### src/rtl/boot_sequencer.sv
// boot_sequencer: copies a program image from a valid/ready source stream into
// instruction memory, starting at address 0. The end of the image is an end
// marker word or src_last. The CPU is then held in reset for HOLD_CYCLES and
// released.
// Optional feature: define BOOT_CHECKSUM_EN to require a trailing checksum word
// that must equal the running sum of all written words.
//
// state | meaning
// ------+-------------------------------------------------------------
// IDLE  | waiting for start after reset
// LOAD  | accepting image words and writing them to memory
// CHECK | waiting for the checksum word (BOOT_CHECKSUM_EN only)
// HOLD  | image complete, CPU kept in reset for the settle time
// RUN   | CPU released; terminal until reset_n
// ERROR | empty image, overflow or bad checksum; start retries the load
module boot_sequencer #(
  parameter int                    ADDR_WIDTH  = 8,
  parameter int                    DATA_WIDTH  = 32,
  parameter logic [DATA_WIDTH-1:0] END_MARKER  = 32'hFFFFFFFF,
  parameter int                    HOLD_CYCLES = 4
) (
  input  logic                  clock,
  input  logic                  reset_n,
  input  logic                  start,
  input  logic                  src_valid,
  input  logic [DATA_WIDTH-1:0] src_data,
  input  logic                  src_last,
  output logic                  src_ready,
  output logic                  mem_we,
  output logic [ADDR_WIDTH-1:0] mem_addr,
  output logic [DATA_WIDTH-1:0] mem_wdata,
  output logic                  cpu_reset_n,
  output logic                  cpu_run,
  output logic                  busy,
  output logic                  done,
  output logic                  error,
  output logic [ADDR_WIDTH:0]   word_count
);

  localparam int CW = $clog2(HOLD_CYCLES + 1);
  localparam logic [CW-1:0]       HOLD_LOAD = CW'(HOLD_CYCLES);
  localparam logic [ADDR_WIDTH:0] FULL      = {1'b1, {ADDR_WIDTH{1'b0}}};

  typedef enum logic [2:0] {
    S_IDLE  = 3'd0,
    S_LOAD  = 3'd1,
`ifdef BOOT_CHECKSUM_EN
    S_CHECK = 3'd2,
`endif
    S_HOLD  = 3'd3,
    S_RUN   = 3'd4,
    S_ERROR = 3'd5
  } state_t;

  state_t                  state, state_nxt;
  logic [CW-1:0]           hold_cnt, hold_cnt_nxt;
  logic                    src_ready_nxt, mem_we_nxt, cpu_reset_n_nxt, cpu_run_nxt;
  logic                    busy_nxt, done_nxt, error_nxt;
  logic [ADDR_WIDTH-1:0]   mem_addr_nxt;
  logic [DATA_WIDTH-1:0]   mem_wdata_nxt;
  logic [ADDR_WIDTH:0]     word_count_nxt;
  logic                    xfer, is_marker, term;
`ifdef BOOT_CHECKSUM_EN
  logic [DATA_WIDTH-1:0]   sum, sum_nxt;
`endif

  assign xfer      = src_valid & src_ready;
  assign is_marker = (src_data == END_MARKER);

  // Next-state and next-output computation; every output is registered below.
  always_comb begin
    state_nxt       = state;
    hold_cnt_nxt    = hold_cnt;
    src_ready_nxt   = src_ready;
    mem_we_nxt      = 1'b0;
    mem_addr_nxt    = mem_addr;
    mem_wdata_nxt   = mem_wdata;
    cpu_reset_n_nxt = cpu_reset_n;
    cpu_run_nxt     = cpu_run;
    busy_nxt        = busy;
    done_nxt        = done;
    error_nxt       = error;
    word_count_nxt  = word_count;
    term            = 1'b0;
`ifdef BOOT_CHECKSUM_EN
    sum_nxt         = sum;
`endif

    case (state)
      S_IDLE, S_ERROR: begin
        if (start) begin
          state_nxt      = S_LOAD;
          src_ready_nxt  = 1'b1;
          busy_nxt       = 1'b1;
          error_nxt      = 1'b0;
          word_count_nxt = '0;
          mem_addr_nxt   = '0;
`ifdef BOOT_CHECKSUM_EN
          sum_nxt        = '0;
`endif
        end
      end

      S_LOAD: begin
        if (xfer) begin
          if (is_marker) begin
            if (word_count == '0) begin
              state_nxt     = S_ERROR;
              src_ready_nxt = 1'b0;
              busy_nxt      = 1'b0;
              error_nxt     = 1'b1;
            end else begin
              term = 1'b1;
            end
          end else if (word_count == FULL) begin
            // No room left: the word is dropped, not wrapped onto address 0.
            state_nxt     = S_ERROR;
            src_ready_nxt = 1'b0;
            busy_nxt      = 1'b0;
            error_nxt     = 1'b1;
          end else begin
            mem_we_nxt     = 1'b1;
            mem_addr_nxt   = word_count[ADDR_WIDTH-1:0];
            mem_wdata_nxt  = src_data;
            word_count_nxt = word_count + (ADDR_WIDTH+1)'(1);
`ifdef BOOT_CHECKSUM_EN
            sum_nxt        = sum + src_data;
`endif
            term           = src_last;
          end
        end
      end

`ifdef BOOT_CHECKSUM_EN
      S_CHECK: begin
        if (xfer) begin
          src_ready_nxt = 1'b0;
          if (src_data == sum) begin
            state_nxt    = S_HOLD;
            hold_cnt_nxt = HOLD_LOAD;
          end else begin
            state_nxt = S_ERROR;
            busy_nxt  = 1'b0;
            error_nxt = 1'b1;
          end
        end
      end
`endif

      S_HOLD: begin
        // The counter reaches zero one cycle before release, giving
        // HOLD_CYCLES+1 edges from the terminating handshake.
        if (hold_cnt == '0) begin
          state_nxt       = S_RUN;
          cpu_reset_n_nxt = 1'b1;
          cpu_run_nxt     = 1'b1;
          done_nxt        = 1'b1;
          busy_nxt        = 1'b0;
        end else begin
          hold_cnt_nxt = hold_cnt - CW'(1);
        end
      end

      S_RUN: begin
      end

      default: state_nxt = S_IDLE;
    endcase

    if (term) begin
`ifdef BOOT_CHECKSUM_EN
      state_nxt     = S_CHECK;
      src_ready_nxt = 1'b1;
`else
      state_nxt     = S_HOLD;
      src_ready_nxt = 1'b0;
      hold_cnt_nxt  = HOLD_LOAD;
`endif
    end
  end

  // State, counters and registered outputs.
  always_ff @(posedge clock or negedge reset_n) begin
    if (!reset_n) begin
      state       <= S_IDLE;
      hold_cnt    <= '0;
      src_ready   <= 1'b0;
      mem_we      <= 1'b0;
      mem_addr    <= '0;
      mem_wdata   <= '0;
      cpu_reset_n <= 1'b0;
      cpu_run     <= 1'b0;
      busy        <= 1'b0;
      done        <= 1'b0;
      error       <= 1'b0;
      word_count  <= '0;
    end else begin
      state       <= state_nxt;
      hold_cnt    <= hold_cnt_nxt;
      src_ready   <= src_ready_nxt;
      mem_we      <= mem_we_nxt;
      mem_addr    <= mem_addr_nxt;
      mem_wdata   <= mem_wdata_nxt;
      cpu_reset_n <= cpu_reset_n_nxt;
      cpu_run     <= cpu_run_nxt;
      busy        <= busy_nxt;
      done        <= done_nxt;
      error       <= error_nxt;
      word_count  <= word_count_nxt;
    end
  end

`ifdef BOOT_CHECKSUM_EN
  // Running checksum of written words, modulo 2**DATA_WIDTH.
  always_ff @(posedge clock or negedge reset_n) begin
    if (!reset_n) sum <= '0;
    else          sum <= sum_nxt;
  end
`endif

endmodule

### config.mk
export PLATFORM = sky130hd
export DESIGN_NAME = boot_sequencer
export DESIGN_NICKNAME = d
export VERILOG_FILES = /design/src/rtl/boot_sequencer.sv
export SDC_FILE = /design/constraint.sdc
export NUM_CORES = 1
export LEC_CHECK = 0
export BUFFER_PORTS_ARGS = -buffer_cell sky130_fd_sc_hd__buf_4
export CAP_MARGIN = 40
export CORE_ASPECT_RATIO = 1.75
export CORE_UTILIZATION = 35
export DETAILED_ROUTE_END_ITERATION = 6
export GPL_TIMING_DRIVEN = 0
export SLEW_MARGIN = 20
export SYNTH_ARGS = -nofsm -noshare
export SYNTH_HDL_FRONTEND = slang
export SYNTH_SLANG_ARGS = --single-unit
### constraint.sdc
create_clock -name clock -period 2.34 [get_ports clock]
set_input_delay 0.117 -clock clock [delete_from_list [all_inputs] [get_ports clock]]
set_output_delay 0.117 -clock clock [all_outputs]
set_load 0.01 [all_outputs]
==> report_table.html, run 1 <==
<table>
<tr><th>Metric</th><th>Value</th></tr>
<tr><th colspan="2">Pwr</th></tr>
<tr><td>Logic gate share of total power</td><td>39.9%</td></tr>
<tr><td>Switching component of the power</td><td>1660 uW</td></tr>
<tr><td>Clock power share</td><td>28.8%</td></tr>
<tr><td>Peak ir drop on the vdd network</td><td>515 uV</td></tr>
<tr><td>Static leakage power</td><td>0.00193 uW</td></tr>
<tr><td>Reg power frac</td><td>31.3%</td></tr>
<tr><td>Switching share of total power</td><td>30.9%</td></tr>
<tr><td>Total power after layout</td><td>5370 uW</td></tr>
<tr><td>Ratio of total power to cell area</td><td>1350 nW/um2</td></tr>
<tr><td>Cell internal power dissipation</td><td>3710 uW</td></tr>
<tr><th colspan="2">Die</th></tr>
<tr><td>Full die area</td><td>8420 um2</td></tr>
<tr><td>Number of standard-cell rows in the floorplan</td><td>42</td></tr>
<tr><td>Standard cell core area</td><td>7670 um2</td></tr>
<tr><td>Starting Density</td><td>36.7%</td></tr>
<tr><td>IO Pins</td><td>93</td></tr>
<tr><td>Die outline height</td><td>121 um</td></tr>
<tr><td>Die width</td><td>69.8 um</td></tr>
<tr><th colspan="2">Synth</th></tr>
<tr><td>Largest area contributor in the netlist</td><td>sky130_fd_sc_hd__dfrtp_1</td></tr>
<tr><td>Cell area after synthesis</td><td>2820 um2</td></tr>
<tr><td>Portion of synthesized cell area occupied by the leading cell type</td><td>53.3%</td></tr>
<tr><td>Most frequent cells after synthesis</td><td>60 x sky130_fd_sc_hd__dfrtp_1, 29 x sky130_fd_sc_hd__mux2_4, 13 x sky130_fd_sc_hd__nand4_1, 12 x sky130_fd_sc_hd__a21oi_1, 11 x sky130_fd_sc_hd__nand2_1</td></tr>
<tr><td>Post-Synthesis Mean Instance Area</td><td>12.6 um2</td></tr>
<tr><td>Synth Warn #</td><td>0</td></tr>
<tr><td>Cells taking the most area after synthesis</td><td>sky130_fd_sc_hd__dfrtp_1 53%, sky130_fd_sc_hd__mux2_4 15%, sky130_fd_sc_hd__nand4_1 2.9%, sky130_fd_sc_hd__a22o_1 2.8%, sky130_fd_sc_hd__a21oi_1 2.1%</td></tr>
<tr><td>Post-synthesis share of cell area spent on xor and xnor gates</td><td>0.311%</td></tr>
<tr><td>Count of flip-flops with a built-in enable after synthesis</td><td>0</td></tr>
<tr><td>Compound-gate portion of the synthesized area</td><td>10.2%</td></tr>
<tr><td>Post-Synthesis Cells</td><td>223</td></tr>
<tr><td>Fraction of the mapped netlist area in simple logic gates</td><td>12.6%</td></tr>
<tr><td>Distinct cells, synth</td><td>46</td></tr>
<tr><td>Main combinational cell family by area after synthesis</td><td>multiplexers</td></tr>
<tr><td>Count leader, synth</td><td>sky130_fd_sc_hd__dfrtp_1</td></tr>
<tr><td>Synthesized Nets</td><td>264</td></tr>
<tr><td>Top FF cell, synth</td><td>sky130_fd_sc_hd__dfrtp_1</td></tr>
<tr><td>Seq cells post-synth</td><td>60</td></tr>
<tr><td>Share of synthesized area occupied by flip-flops and latches</td><td>53.3%</td></tr>
<tr><td>Proportion of synthesized flip-flops having asynchronous set or reset</td><td>100%</td></tr>
<tr><td>Mux contribution to synthesized area</td><td>17.4%</td></tr>
<tr><td>Post-synthesis share of cell area spent on full adders, half adders and majority gates</td><td>1.78%</td></tr>
<tr><th colspan="2">CTS</th></tr>
<tr><td>Number of buffers on the longest clock path</td><td>2</td></tr>
<tr><td>Clock latency on the worst-skew pair</td><td>0.33 ns</td></tr>
<tr><td>H-tree levels</td><td>3</td></tr>
<tr><td>CTS tree</td><td>yes</td></tr>
<tr><td>Post-CTS setup buffer count</td><td>0</td></tr>
<tr><td>Register clock-pin slew on the reported worst setup and hold paths</td><td>0.05 ns</td></tr>
<tr><td>Clk sinks</td><td>60</td></tr>
<tr><td>CTS root buffer</td><td>sky130_fd_sc_hd__clkbuf_16</td></tr>
<tr><td>Cts bufs inserted</td><td>9</td></tr>
<tr><th colspan="2">Route</th></tr>
<tr><td>Drt pass-1 iters</td><td>4</td></tr>
<tr><td>DR vias/cell</td><td>5.11</td></tr>
<tr><td>Average wire per standard cell</td><td>16.2 um</td></tr>
<tr><td>Count of routing violations after the opening detailed-route iteration</td><td>87</td></tr>
<tr><td>Vias</td><td>2,147</td></tr>
<tr><td>Detailed-route wire length</td><td>6790 um</td></tr>
<tr><td>Post-detailed-route DRC marker count</td><td>0</td></tr>
<tr><td>Routed Antenna Nets</td><td>0</td></tr>
<tr><th colspan="2">Critical path</th></tr>
<tr><td>Cell mode on critical path</td><td>sky130_fd_sc_hd__buf_6</td></tr>
<tr><td>Kind of capture point of the worst setup path</td><td>register</td></tr>
<tr><td>Critical-path cell list</td><td>nor4_2 -&gt; nand4_1 -&gt; and3b_4 -&gt; and2_1 -&gt; buf_6 -&gt; buf_6 -&gt; mux2_4</td></tr>
<tr><td>Slowest Stage Delay on Critical Path</td><td>0.45 ns</td></tr>
<tr><td>Highest net fanout along the worst path</td><td>10</td></tr>
<tr><td>Req. time, crit path</td><td>2.55 ns</td></tr>
<tr><td>Largest delay contributor family on the critical path</td><td>simple AND/OR/NAND/NOR gates</td></tr>
<tr><td>Endpoint arrival time on the critical path</td><td>2.35 ns</td></tr>
<tr><td>Buffers plus inverters on the worst setup path</td><td>2</td></tr>
<tr><td>Critical Setup Path Class</td><td>register to register</td></tr>
<tr><td>Critical path startpoint category</td><td>register</td></tr>
<tr><td>Slowest stage cell on the critical path</td><td>sky130_fd_sc_hd__dfrtp_1</td></tr>
<tr><th colspan="2">STA</th></tr>
<tr><td>Max_slew headroom</td><td>48.9%</td></tr>
<tr><td>Sum Neg Setup Slack</td><td>0 ns</td></tr>
<tr><td>Number of endpoints failing setup at the final stage</td><td>0</td></tr>
<tr><td>Final number of max-transition violations</td><td>0</td></tr>
<tr><td>Worst Tran Pin Value</td><td>0.766 ns</td></tr>
<tr><td>Period utilisation layout</td><td>91.3%</td></tr>
<tr><td>Final hold viol count</td><td>0</td></tr>
<tr><td>Fin crit period</td><td>2.14 ns</td></tr>
<tr><td>RSZ-0062 raised after global routing</td><td>false</td></tr>
<tr><td>Final clock skew</td><td>0.0100 ns</td></tr>
<tr><td>Peak clock frequency supported by timing</td><td>0.468 GHz</td></tr>
<tr><th colspan="2">Run</th></tr>
<tr><td>Total of max-cap violations</td><td>0</td></tr>
<tr><th colspan="2">Global route</th></tr>
<tr><td>Antenna violations before repair</td><td>0</td></tr>
<tr><td>Overall fraction of global-route tracks in use</td><td>17.2%</td></tr>
<tr><td>Global-route wire length before repair</td><td>11,000 um</td></tr>
<tr><td>Most utilized layer in the global route result</td><td>met2</td></tr>
<tr><td>Met2 Resource Use GR</td><td>27.7%</td></tr>
<tr><td>Met3 track utilization from global routing</td><td>4.08%</td></tr>
<tr><td>Largest net degree at the start of global routing</td><td>61</td></tr>
<tr><td>Number of global-route vias before repair</td><td>2,235</td></tr>
<tr><td>Met1 demand-to-capacity share in global routing</td><td>20.3%</td></tr>
<tr><td>Total congestion overflow after global routing</td><td>0</td></tr>
<tr><th colspan="2">Min path</th></tr>
<tr><td>Class of the tightest hold or removal check</td><td>input pin to register</td></tr>
<tr><th colspan="2">Place</th></tr>
<tr><td>Half-perimeter wire length after placement</td><td>4920 um</td></tr>
<tr><td>Final RePlAce weighted congestion</td><td>0.785</td></tr>
<tr><td>Count of port buffers added during placement</td><td>92</td></tr>
<tr><th colspan="2">Finish</th></tr>
<tr><td>Area added between synthesis and finish</td><td>41.4%</td></tr>
<tr><td>Number of antenna diodes</td><td>0</td></tr>
<tr><td>Share of final-layout standard cells stronger than drive strength 1</td><td>46.1%</td></tr>
<tr><td>Fillers</td><td>699</td></tr>
<tr><td>Number of nets in the finished design</td><td>368</td></tr>
<tr><th colspan="2">Status</th></tr>
<tr><td>Status</td><td>complete, no violations</td></tr>
</table>
## worst register-to-register path, delay by kind of cell, from the launching register on
kind	cells	cell delay, ns
simple gates	4	0.97
mux	1	0.30
flops	1	0.45
buf+inv	2	0.30
## cell type report
cell class | instances | area [um2] | area share [%]
repair buffers | 93 | 701 | 17.6
well taps | 88 | 110 | 2.76
flip-flops and latches | 60 | 1500 | 37.7
clock inverters | 6 | 111 | 2.80
multi-input cells | 141 | 1200 | 30.1
plain buffers | 11 | 82.6 | 2.07
inverters | 11 | 41.3 | 1.04
clock buffers | 10 | 239 | 6.00
## cells by family (layout without fill, tap and decap cells)
kind of cell	Yosys count	count (layout)
compound gates	43	43
xor+xnor	1	1
fa+ha+maj	4	4
buf+inv	22	131
flops	60	60
mux	34	34
simple gates	59	59
## registers in the layout (all words and copies together) (netlist names)
signal      count
word_count      9
busy            1
mem_wdata      32
mem_we          1
mem_addr        8
src_ready       1
hold_cnt        3
state           3
error           1
done            1
## path summary, 6_finish.rpt
check | start | end | slack [ns] | depth (start not counted)
setup / recovery | word_count[6] | mem_wdata[27] | 0.20 | 7
hold / removal | src_data[18] | mem_wdata[18] | 0.02 | 2
setup reg to reg | word_count[6] | mem_wdata[27] | 0.20 | 7
hold reg to reg | busy | busy | 0.49 | 1
max in group asynchronous | reset_n | state[2] | 1.42 | 2
min in group asynchronous | reset_n | mem_wdata[19] | 0.40 | 2
## stage by stage
| stage | hold WS (ns) | std cells | setup WS (ns) | instance area, um2 | utilization, % |
|---|---|---|---|---|---|
| global route | 0.0166 | 420 | 0.0885 | 3980 | 51.9 |
| floorplan | -0.179 | 223 | 0.373 | 2820 | - |
| CTS | 0.00713 | 420 | 0.138 | 3980 | 51.8 |
| finish | 0.0228 | 420 | 0.203 | 3980 | 51.9 |
| detailed placement | 0.242 | 403 | 0.155 | 3620 | 47.1 |
| global placement | 0.240 | 403 | 0.141 | 3620 | 47.1 |
## power by group through the flow
stage / registers (uW) / logic (uW) / clock network [uW]
2_1_floorplan: 1810 / 1150 / 0
3_3_place_gp: 1690 / 2140 / 0
3_5_place_dp: 1690 / 2160 / 0
4_1_cts: 1680 / 2170 / 1570
5_1_grt: 1740 / 2320 / 1610
6_report: 1680 / 2140 / 1550
## cells in the final DEF, fill, tap and decap left out, drive strengths merged, types with 2 or more instances in the layout
master  count
o22ai       2
nand2b      2
dfrtp      60
nor2        5
o31ai       2
a22o        9
buf       101
inv        11
clkinv      2
nor4        3
a21boi      2
ha          4
clkbuf     12
nand3       5
mux2       33
nand4      13
a21oi      12
o21ai       9
and2        4
or3         8
nand2      11
bufinv      3
## layer usage
| metal | routed length, um | vias up |
|---|---|---|
| met4 | 193 | 0 |
| met1 | 2810 | 1032 |
| met5 | 0 | - |
| met2 | 3500 | 72 |
| met3 | 290 | 15 |
| li1 | - | 1028 |
## timing repair
action / CTS / global route
hold endpoints to repair: 60 / 0
resized for setup: 0 / 1
hold buffers: 1 / 0
endpoints found under the setup margin: 0 / 10
Note: power is estimated with default switching activity, not from simulation.
==> run 2, diff against run 1 <==
- CAP_MARGIN: 40 -> 10
- CORE_ASPECT_RATIO: 1.75 -> unset
- clock period: 2.34 -> 1.8 ns (I/O delays scaled with it)
==> run 2 against run 1 <==
The run now ends with setup timing left. Setup slack worse by 0.39 ns. Total power up 29%. Via count up 12%. Critical path depth unchanged. Clock power down 20%. Critical path type unchanged. Critical endpoint is now mem_wdata[17].
==> report_table.html, run 2 (synthesis gave the netlist of run 1 again) <==
<table>
<tr><th>Metric</th><th>Value</th></tr>
<tr><th colspan="2">Finish</th></tr>
<tr><td>Final std cells w/o fill</td><td>488 (was 420)</td></tr>
<tr><td>Sequential Area</td><td>1510 um2 (was 1500 um2)</td></tr>
<tr><td>Registers with the highest flip-flop counts</td><td>mem_wdata: 32 flops, word_count: 9 flops, mem_addr: 8 flops (unchanged)</td></tr>
<tr><td>Multi-input combinational cell area</td><td>1300 um2 (was 1200 um2)</td></tr>
<tr><td>Most used cells in the layout excluding fill and tap cells</td><td>109 x sky130_fd_sc_hd__buf_4, 55 x sky130_fd_sc_hd__dfrtp_1, 33 x sky130_fd_sc_hd__dlygate4sd3_1 (was 94 x sky130_fd_sc_hd__buf_4, 60 x sky130_fd_sc_hd__dfrtp_1, 29 x sky130_fd_sc_hd__mux2_4)</td></tr>
<tr><td>Fillers</td><td>609 (was 699)</td></tr>
<tr><td>Number of antenna diodes</td><td>0 (unchanged)</td></tr>
<tr><td>Register ranked first by flip-flop count</td><td>mem_wdata (unchanged)</td></tr>
<tr><td>Share of final-layout standard cells stronger than drive strength 1</td><td>51.0% (was 46.1%)</td></tr>
<tr><td>Commonest non-fill, non-tap cell in the layout</td><td>sky130_fd_sc_hd__buf_4 (unchanged)</td></tr>
<tr><td>Number of flip-flops under the largest register name</td><td>32 (unchanged)</td></tr>
<tr><td>Number of nets in the finished design</td><td>422 (was 368)</td></tr>
<tr><td>Final core area utilization</td><td>58.5% (was 51.9%)</td></tr>
<tr><td>Area added between synthesis and finish</td><td>61.3% (was 41.4%)</td></tr>
<tr><th colspan="2">Route</th></tr>
<tr><td>Amount of wire on met3 after detailed routing</td><td>468 um (was 290 um)</td></tr>
<tr><td>M1 WL</td><td>3550 um (was 2810 um)</td></tr>
<tr><td>Routed Antenna Nets</td><td>0 (unchanged)</td></tr>
<tr><td>Uppermost layer routed</td><td>met4 (unchanged)</td></tr>
<tr><td>Count of routing violations after the opening detailed-route iteration</td><td>76 (was 87)</td></tr>
<tr><td>DR vias/cell</td><td>4.93 (was 5.11)</td></tr>
<tr><td>Post-detailed-route DRC marker count</td><td>0 (unchanged)</td></tr>
<tr><td>Vias</td><td>2,407 (was 2,147)</td></tr>
<tr><td>DR WL met2</td><td>3760 um (was 3500 um)</td></tr>
<tr><td>Drt pass-1 iters</td><td>5 (was 4)</td></tr>
<tr><td>Average wire per standard cell</td><td>16.3 um (was 16.2 um)</td></tr>
<tr><td>Detailed-route wire length</td><td>7970 um (was 6790 um)</td></tr>
<tr><th colspan="2">CTS</th></tr>
<tr><td>CTS root buffer</td><td>sky130_fd_sc_hd__clkbuf_8 (was sky130_fd_sc_hd__clkbuf_16)</td></tr>
<tr><td>CTS tree</td><td>yes (unchanged)</td></tr>
<tr><td>Number of buffers on the longest clock path</td><td>2 (unchanged)</td></tr>
<tr><td>Register clock-pin slew on the reported worst setup and hold paths</td><td>0.07 ns (was 0.05 ns)</td></tr>
<tr><td>Cts bufs inserted</td><td>9 (unchanged)</td></tr>
<tr><td>Clk sinks</td><td>60 (unchanged)</td></tr>
<tr><td>H-tree levels</td><td>3 (unchanged)</td></tr>
<tr><td>Clock latency on the worst-skew pair</td><td>0.34 ns (was 0.33 ns)</td></tr>
<tr><th colspan="2">Die</th></tr>
<tr><td>Standard cell core area</td><td>7770 um2 (was 7670 um2)</td></tr>
<tr><td>Die outline height</td><td>91.7 um (was 121 um)</td></tr>
<tr><td>Starting Density</td><td>36.3% (was 36.7%)</td></tr>
<tr><td>Number of standard-cell rows in the floorplan</td><td>32 (was 42)</td></tr>
<tr><td>Die width</td><td>91.7 um (was 69.8 um)</td></tr>
<tr><td>Full die area</td><td>8410 um2 (was 8420 um2)</td></tr>
<tr><td>IO Pins</td><td>93 (unchanged)</td></tr>
<tr><th colspan="2">Status</th></tr>
<tr><td>Status</td><td>finished, violations left (was complete, no violations)</td></tr>
<tr><td>Failing checks</td><td>setup timing</td></tr>
<tr><th colspan="2">STA</th></tr>
<tr><td>Peak clock frequency supported by timing</td><td>0.504 GHz (was 0.468 GHz)</td></tr>
<tr><td>Post-route setup slack</td><td>-0.182 ns (was 0.203 ns)</td></tr>
<tr><td>Max_slew headroom</td><td>49.5% (was 48.9%)</td></tr>
<tr><td>Period utilisation layout</td><td>110% (was 91.3%)</td></tr>
<tr><td>Final number of max-transition violations</td><td>0 (unchanged)</td></tr>
<tr><td>Worst Tran Pin Value</td><td>0.758 ns (was 0.766 ns)</td></tr>
<tr><td>Final hold viol count</td><td>0 (unchanged)</td></tr>
<tr><td>RSZ-0062 raised after global routing</td><td>true (was false)</td></tr>
<tr><td>Number of endpoints failing setup at the final stage</td><td>50 (was 0)</td></tr>
<tr><td>Fin crit period</td><td>1.98 ns (was 2.14 ns)</td></tr>
<tr><td>Final clock skew</td><td>0.00833 ns (was 0.0100 ns)</td></tr>
<tr><td>Sum Neg Setup Slack</td><td>-4.62 ns (was 0 ns)</td></tr>
<tr><th colspan="2">Global route</th></tr>
<tr><td>Total congestion overflow after global routing</td><td>0 (unchanged)</td></tr>
<tr><td>Number of global-route vias before repair</td><td>2,430 (was 2,235)</td></tr>
<tr><td>Overall fraction of global-route tracks in use</td><td>19.5% (was 17.2%)</td></tr>
<tr><td>Largest net degree at the start of global routing</td><td>61 (unchanged)</td></tr>
<tr><td>Antenna violations before repair</td><td>0 (unchanged)</td></tr>
<tr><td>Global-route wire length before repair</td><td>12,700 um (was 11,000 um)</td></tr>
<tr><th colspan="2">Pwr</th></tr>
<tr><td>Ratio of total power to cell area</td><td>1530 nW/um2 (was 1350 nW/um2)</td></tr>
<tr><td>Static leakage power</td><td>0.00215 uW (was 0.00193 uW)</td></tr>
<tr><td>Peak ir drop on the vdd network</td><td>502 uV (was 515 uV)</td></tr>
<tr><th colspan="2">Place</th></tr>
<tr><td>Half-perimeter wire length after placement</td><td>4590 um (was 4920 um)</td></tr>
<tr><td>Post-place setup slack</td><td>-0.421 ns (was 0.155 ns)</td></tr>
<tr><td>Number of cells after detailed placement</td><td>417 (was 403)</td></tr>
<tr><td>Count of port buffers added during placement</td><td>92 (unchanged)</td></tr>
<tr><td>Final RePlAce weighted congestion</td><td>0.777 (was 0.785)</td></tr>
<tr><th colspan="2">Critical path</th></tr>
<tr><td>Beginning of the worst register-to-register path</td><td>state[0] (was word_count[6])</td></tr>
<tr><td>Endpoint arrival time on the critical path</td><td>2.21 ns (was 2.35 ns)</td></tr>
<tr><td>Startpoint of the most critical setup path</td><td>state[0] (was word_count[6])</td></tr>
<tr><td>Req. time, crit path</td><td>2.02 ns (was 2.55 ns)</td></tr>
<tr><td>Critical path startpoint category</td><td>register (unchanged)</td></tr>
<tr><td>Path depth of the worst reg2reg path</td><td>7 (unchanged)</td></tr>
<tr><td>Critical Setup Path Class</td><td>register to register (unchanged)</td></tr>
<tr><td>Highest net fanout along the worst path</td><td>6 (was 10)</td></tr>
<tr><td>Kind of capture point of the worst setup path</td><td>register (unchanged)</td></tr>
<tr><th colspan="2">Min path</th></tr>
<tr><td>Hold_sp</td><td>start (was src_data[18])</td></tr>
<tr><td>Hold depth</td><td>3 (was 2)</td></tr>
<tr><td>Class of the tightest hold or removal check</td><td>input pin to register (unchanged)</td></tr>
<tr><th colspan="2">Run</th></tr>
<tr><td>Total of max-cap violations</td><td>0 (unchanged)</td></tr>
</table>
[run 2: what timing repair did]
item / CTS / global route
endpoints found under the hold margin: 92 / 0
endpoints found under the setup margin: 54 / 58
setup buffers: 19 / 5
resized for setup: 42 / 11
hold buffers: 33 / 0
pin swaps: 22 / 14
gates cloned: 3 / 2
[run 2: area by class of cell]
| class | instances | share of cell area, % |
|---|---|---|
| multi-input combinational | 141 | 28.6 |
| buffer | 8 | 1.79 |
| timing repair buffer | 150 | 28.2 |
| clock buffer | 12 | 3.42 |
| clock inverter | 4 | 1.05 |
| tap | 102 | 2.81 |
| sequential | 60 | 33.2 |
| inverter | 11 | 0.909 |
[run 2: power by group]
part	internal [uW]	switching [uW]
clock network	710	532
registers	1850	333
logic	2070	1440
total	4630	2300
[run 2: worst paths after layout]
path / slack (ns) / end
max in group asynchronous: 0.88 / word_count[2]
setup / recovery: -0.18 / mem_wdata[17]
min in group asynchronous: 0.37 / mem_wdata[3]
setup reg to reg: -0.18 / mem_wdata[17]
hold / removal: 0.07 / state[2]
hold reg to reg: 0.49 / mem_wdata[19]
[run 2: stage by stage]
| step | power [uW] | hold WS [ns] | cell area [um2] |
|---|---|---|---|
| after CTS | 6960 | 0.0433 | 4530 |
| after global placement | 4970 | 0.219 | 3650 |
| after global routing | 7330 | 0.0812 | 4540 |
| after detailed placement | 4990 | 0.212 | 3650 |
| after floorplan | 3870 | -0.206 | 2830 |
| final | 6930 | 0.0664 | 4540 |
[run 2: worst max-delay path, stage by stage, from the launching register on]
cell and delay, ns:
sky130_fd_sc_hd__dfrtp_1 0.37, sky130_fd_sc_hd__inv_2 0.06, sky130_fd_sc_hd__or3_4 0.36, sky130_fd_sc_hd__and3b_4 0.30, sky130_fd_sc_hd__and2_4 0.21, sky130_fd_sc_hd__buf_6 0.13
sky130_fd_sc_hd__clkbuf_16 0.14, sky130_fd_sc_hd__mux2_4 0.29
[run 2: layer usage]
metal / vias to the layer above / global-route usage, %
li1: 1132 / -
met1: 1159 / 25.5
met2: 98 / 30.6
met3: 18 / 4.15
met4: 0 / 9.90
met5: - / 0
==> run 3, diff against run 2 <==
- CORE_MARGIN: unset -> 2
- CORE_UTILIZATION: 35 -> 45
- PLACE_DENSITY: unset -> 0.75
==> run 3 against run 2 <==
The flow still finishes with violations (setup timing). Design area grew 2.4%. Non-clock buffer count increased by 5. Critical path depth did not move. Combinational power up 9.7%. Clock power grew 7%. Critical path type unchanged. Routed wire length grew 9.6%. Setup slack lost 0.052 ns. Utilization grew 19 points.
==> report_table.html, run 3 (synthesis gave the netlist of run 1 again) <==
<table>
<tr><th>Metric</th><th>Value</th></tr>
<tr><th colspan="2">Finish</th></tr>
<tr><td>Fillers</td><td>346 (was 609)</td></tr>
<tr><td>Final non-filler cell area</td><td>4650 um2 (was 4540 um2)</td></tr>
<tr><td>Most used cells in the layout excluding fill and tap cells</td><td>113 x sky130_fd_sc_hd__buf_4, 55 x sky130_fd_sc_hd__dfrtp_1, 31 x sky130_fd_sc_hd__dlygate4sd3_1 (was 109 x sky130_fd_sc_hd__buf_4, 55 x sky130_fd_sc_hd__dfrtp_1, 33 x sky130_fd_sc_hd__dlygate4sd3_1)</td></tr>
<tr><td>Area added between synthesis and finish</td><td>65.2% (was 61.3%)</td></tr>
<tr><td>Final core area utilization</td><td>77.7% (was 58.5%)</td></tr>
<tr><td>Number of nets in the finished design</td><td>427 (was 422)</td></tr>
<tr><td>Number of antenna diodes</td><td>0 (unchanged)</td></tr>
<tr><td>Multi-input combinational cell area</td><td>1380 um2 (was 1300 um2)</td></tr>
<tr><td>Commonest non-fill, non-tap cell in the layout</td><td>sky130_fd_sc_hd__buf_4 (unchanged)</td></tr>
<tr><td>Register ranked first by flip-flop count</td><td>mem_wdata (unchanged)</td></tr>
<tr><td>Number of flip-flops under the largest register name</td><td>32 (unchanged)</td></tr>
<tr><td>Registers with the highest flip-flop counts</td><td>mem_wdata: 32 flops, word_count: 9 flops, mem_addr: 8 flops (unchanged)</td></tr>
<tr><td>Share of final-layout standard cells stronger than drive strength 1</td><td>54.5% (was 51.0%)</td></tr>
<tr><td>Sequential Area</td><td>1510 um2 (unchanged)</td></tr>
<tr><th colspan="2">CTS</th></tr>
<tr><td>Clock latency on the worst-skew pair</td><td>0.34 ns (about the same)</td></tr>
<tr><td>Register clock-pin slew on the reported worst setup and hold paths</td><td>0.07 ns (about the same)</td></tr>
<tr><td>Cts bufs inserted</td><td>9 (unchanged)</td></tr>
<tr><td>CTS tree</td><td>yes (unchanged)</td></tr>
<tr><td>CTS root buffer</td><td>sky130_fd_sc_hd__clkbuf_8 (unchanged)</td></tr>
<tr><td>H-tree levels</td><td>3 (unchanged)</td></tr>
<tr><td>Clk sinks</td><td>60 (unchanged)</td></tr>
<tr><td>Number of buffers on the longest clock path</td><td>2 (unchanged)</td></tr>
<tr><th colspan="2">Route</th></tr>
<tr><td>Drt pass-1 iters</td><td>4 (was 5)</td></tr>
<tr><td>Amount of wire on met3 after detailed routing</td><td>498 um (was 468 um)</td></tr>
<tr><td>Vias</td><td>2,542 (was 2,407)</td></tr>
<tr><td>Detailed-route wire length</td><td>8740 um (was 7970 um)</td></tr>
<tr><td>Uppermost layer routed</td><td>met4 (unchanged)</td></tr>
<tr><td>DR vias/cell</td><td>5.45 (was 4.93)</td></tr>
<tr><td>Routed Antenna Nets</td><td>0 (unchanged)</td></tr>
<tr><td>Count of routing violations after the opening detailed-route iteration</td><td>139 (was 76)</td></tr>
<tr><td>M1 WL</td><td>3760 um (was 3550 um)</td></tr>
<tr><td>Average wire per standard cell</td><td>18.8 um (was 16.3 um)</td></tr>
<tr><td>Post-detailed-route DRC marker count</td><td>0 (unchanged)</td></tr>
<tr><td>DR WL met2</td><td>4340 um (was 3760 um)</td></tr>
<tr><th colspan="2">STA</th></tr>
<tr><td>Number of endpoints failing setup at the final stage</td><td>56 (was 50)</td></tr>
<tr><td>Final number of max-transition violations</td><td>0 (unchanged)</td></tr>
<tr><td>Max_slew headroom</td><td>51.4% (was 49.5%)</td></tr>
<tr><td>Period utilisation layout</td><td>113% (was 110%)</td></tr>
<tr><td>Final hold viol count</td><td>0 (unchanged)</td></tr>
<tr><td>Worst hold slack</td><td>0.0170 ns (was 0.0664 ns)</td></tr>
<tr><td>Final clock skew</td><td>0.00905 ns (was 0.00833 ns)</td></tr>
<tr><td>Worst Tran Pin Value</td><td>0.729 ns (was 0.758 ns)</td></tr>
<tr><td>Peak clock frequency supported by timing</td><td>0.491 GHz (was 0.504 GHz)</td></tr>
<tr><td>RSZ-0062 raised after global routing</td><td>true (unchanged)</td></tr>
<tr><td>Fin crit period</td><td>2.03 ns (was 1.98 ns)</td></tr>
<tr><td>Post-route setup slack</td><td>-0.235 ns (was -0.182 ns)</td></tr>
<tr><th colspan="2">Global route</th></tr>
<tr><td>Largest net degree at the start of global routing</td><td>61 (unchanged)</td></tr>
<tr><td>Global-route wire length before repair</td><td>14,000 um (was 12,700 um)</td></tr>
<tr><td>Antenna violations before repair</td><td>0 (unchanged)</td></tr>
<tr><td>Number of global-route vias before repair</td><td>2,614 (was 2,430)</td></tr>
<tr><td>Overall fraction of global-route tracks in use</td><td>25.5% (was 19.5%)</td></tr>
<tr><td>Total congestion overflow after global routing</td><td>0 (unchanged)</td></tr>
<tr><th colspan="2">Die</th></tr>
<tr><td>Full die area</td><td>6910 um2 (was 8410 um2)</td></tr>
<tr><td>IO Pins</td><td>93 (unchanged)</td></tr>
<tr><td>Starting Density</td><td>47.0% (was 36.3%)</td></tr>
<tr><td>Number of standard-cell rows in the floorplan</td><td>28 (was 32)</td></tr>
<tr><td>Die width</td><td>83.1 um (was 91.7 um)</td></tr>
<tr><td>Standard cell core area</td><td>5990 um2 (was 7770 um2)</td></tr>
<tr><td>Die outline height</td><td>83.1 um (was 91.7 um)</td></tr>
<tr><th colspan="2">Critical path</th></tr>
<tr><td>Buffers plus inverters on the worst setup path</td><td>2 (was 3)</td></tr>
<tr><td>Kind of capture point of the worst setup path</td><td>register (unchanged)</td></tr>
<tr><td>Endpoint arrival time on the critical path</td><td>2.25 ns (was 2.21 ns)</td></tr>
<tr><td>Slowest Stage Delay on Critical Path</td><td>0.43 ns (was 0.37 ns)</td></tr>
<tr><td>Critical-path cell list</td><td>nor4_4 -&gt; nand4_1 -&gt; and3b_4 -&gt; and2_4 -&gt; buf_12 -&gt; buf_12 -&gt; mux2_4 (was inv_2 -&gt; or3_4 -&gt; and3b_4 -&gt; and2_4 -&gt; buf_6 -&gt; clkbuf_16 -&gt; mux2_4)</td></tr>
<tr><td>Slowest stage cell on the critical path</td><td>sky130_fd_sc_hd__dfrtp_2 (was sky130_fd_sc_hd__dfrtp_1)</td></tr>
<tr><td>Cell mode on critical path</td><td>sky130_fd_sc_hd__buf_12</td></tr>
<tr><td>Critical Setup Path Class</td><td>register to register (unchanged)</td></tr>
<tr><td>Highest net fanout along the worst path</td><td>6 (unchanged)</td></tr>
<tr><td>Req. time, crit path</td><td>2.02 ns (about the same)</td></tr>
<tr><td>Largest delay contributor family on the critical path</td><td>simple AND/OR/NAND/NOR gates (unchanged)</td></tr>
<tr><td>Critical path startpoint category</td><td>register (unchanged)</td></tr>
<tr><th colspan="2">Run</th></tr>
<tr><td>Total of max-cap violations</td><td>0 (unchanged)</td></tr>
<tr><th colspan="2">Pwr</th></tr>
<tr><td>Peak ir drop on the vdd network</td><td>992 uV (was 502 uV)</td></tr>
<tr><td>Ratio of total power to cell area</td><td>1580 nW/um2 (was 1530 nW/um2)</td></tr>
<tr><td>Static leakage power</td><td>0.00221 uW (was 0.00215 uW)</td></tr>
<tr><td>Total power after layout</td><td>7360 uW (was 6930 uW)</td></tr>
<tr><th colspan="2">Place</th></tr>
<tr><td>Placed standard-cell area</td><td>3620 um2 (was 3650 um2)</td></tr>
<tr><td>Final RePlAce weighted congestion</td><td>0.860 (was 0.777)</td></tr>
<tr><td>Half-perimeter wire length after placement</td><td>4620 um (was 4590 um)</td></tr>
<tr><td>Count of port buffers added during placement</td><td>92 (unchanged)</td></tr>
<tr><td>Post-place setup slack</td><td>-0.369 ns (was -0.421 ns)</td></tr>
<tr><th colspan="2">Status</th></tr>
<tr><td>Failing checks</td><td>setup timing (unchanged)</td></tr>
<tr><td>Status</td><td>finished, violations left (unchanged)</td></tr>
<tr><th colspan="2">Min path</th></tr>
<tr><td>Class of the tightest hold or removal check</td><td>input pin to register (unchanged)</td></tr>
</table>
run 3: timing repair:
action                                  in CTS  in global routing
hold buffers                                30                  1
endpoints found under the setup margin      54                 59
gates resized for setup                     39                 30
hold endpoints to repair                    89                  1
pin swaps                                   20                 22
buffers inserted                            22                 10
gates cloned                                 4                  0
run 3: report_power, final:
part | leakage, uW | switching [uW] | internal (uW) | total (uW)
sequential | 0.000744 | 334 | 1850 | 2190
clock | 0.000102 | 555 | 779 | 1330
combinational | 0.00136 | 1640 | 2200 | 3840
run 3: per-layer routing:
layer / track usage, % / vias to the layer above
li1: - / 1150
met1: 34.1 / 1277
met2: 40.5 / 101
met3: 6.96 / 14
met4: 8.35 / 0
met5: 0 / -
run 3: final timing paths:
check	depth (start not counted)	startpoint	endpoint	slack [ns]
max reg2reg	7	word_count[7]	mem_wdata[22]	-0.23
min reg2reg	1	mem_wdata[20]	mem_wdata[20]	0.50
min	2	src_data[24]	mem_wdata[24]	0.02
min in group asynchronous	2	reset_n	mem_wdata[30]	0.37
max	7	word_count[7]	mem_wdata[22]	-0.23
max in group asynchronous	2	reset_n	word_count[2]	0.91
run 3: layout make-up:
cell class	instances	share of cell area, %
flip-flops and latches	60	32.4
multi-input cells	141	29.6
repair buffers	154	28.2
clock buffers	10	2.74
plain buffers	9	2.18
well taps	75	2.02
clock inverters	6	1.91
inverters	11	0.888
run 3: stage by stage:
| stage | cells | setup TNS [ns] |
|---|---|---|
| 6_report | 466 | -7.47 |
| 4_1_cts | 460 | -5.23 |
| 2_1_floorplan | 223 | -3.93 |
| 5_1_grt | 466 | -10.75 |
| 3_5_place_dp | 390 | -13.25 |
| 3_3_place_gp | 390 | -12.05 |
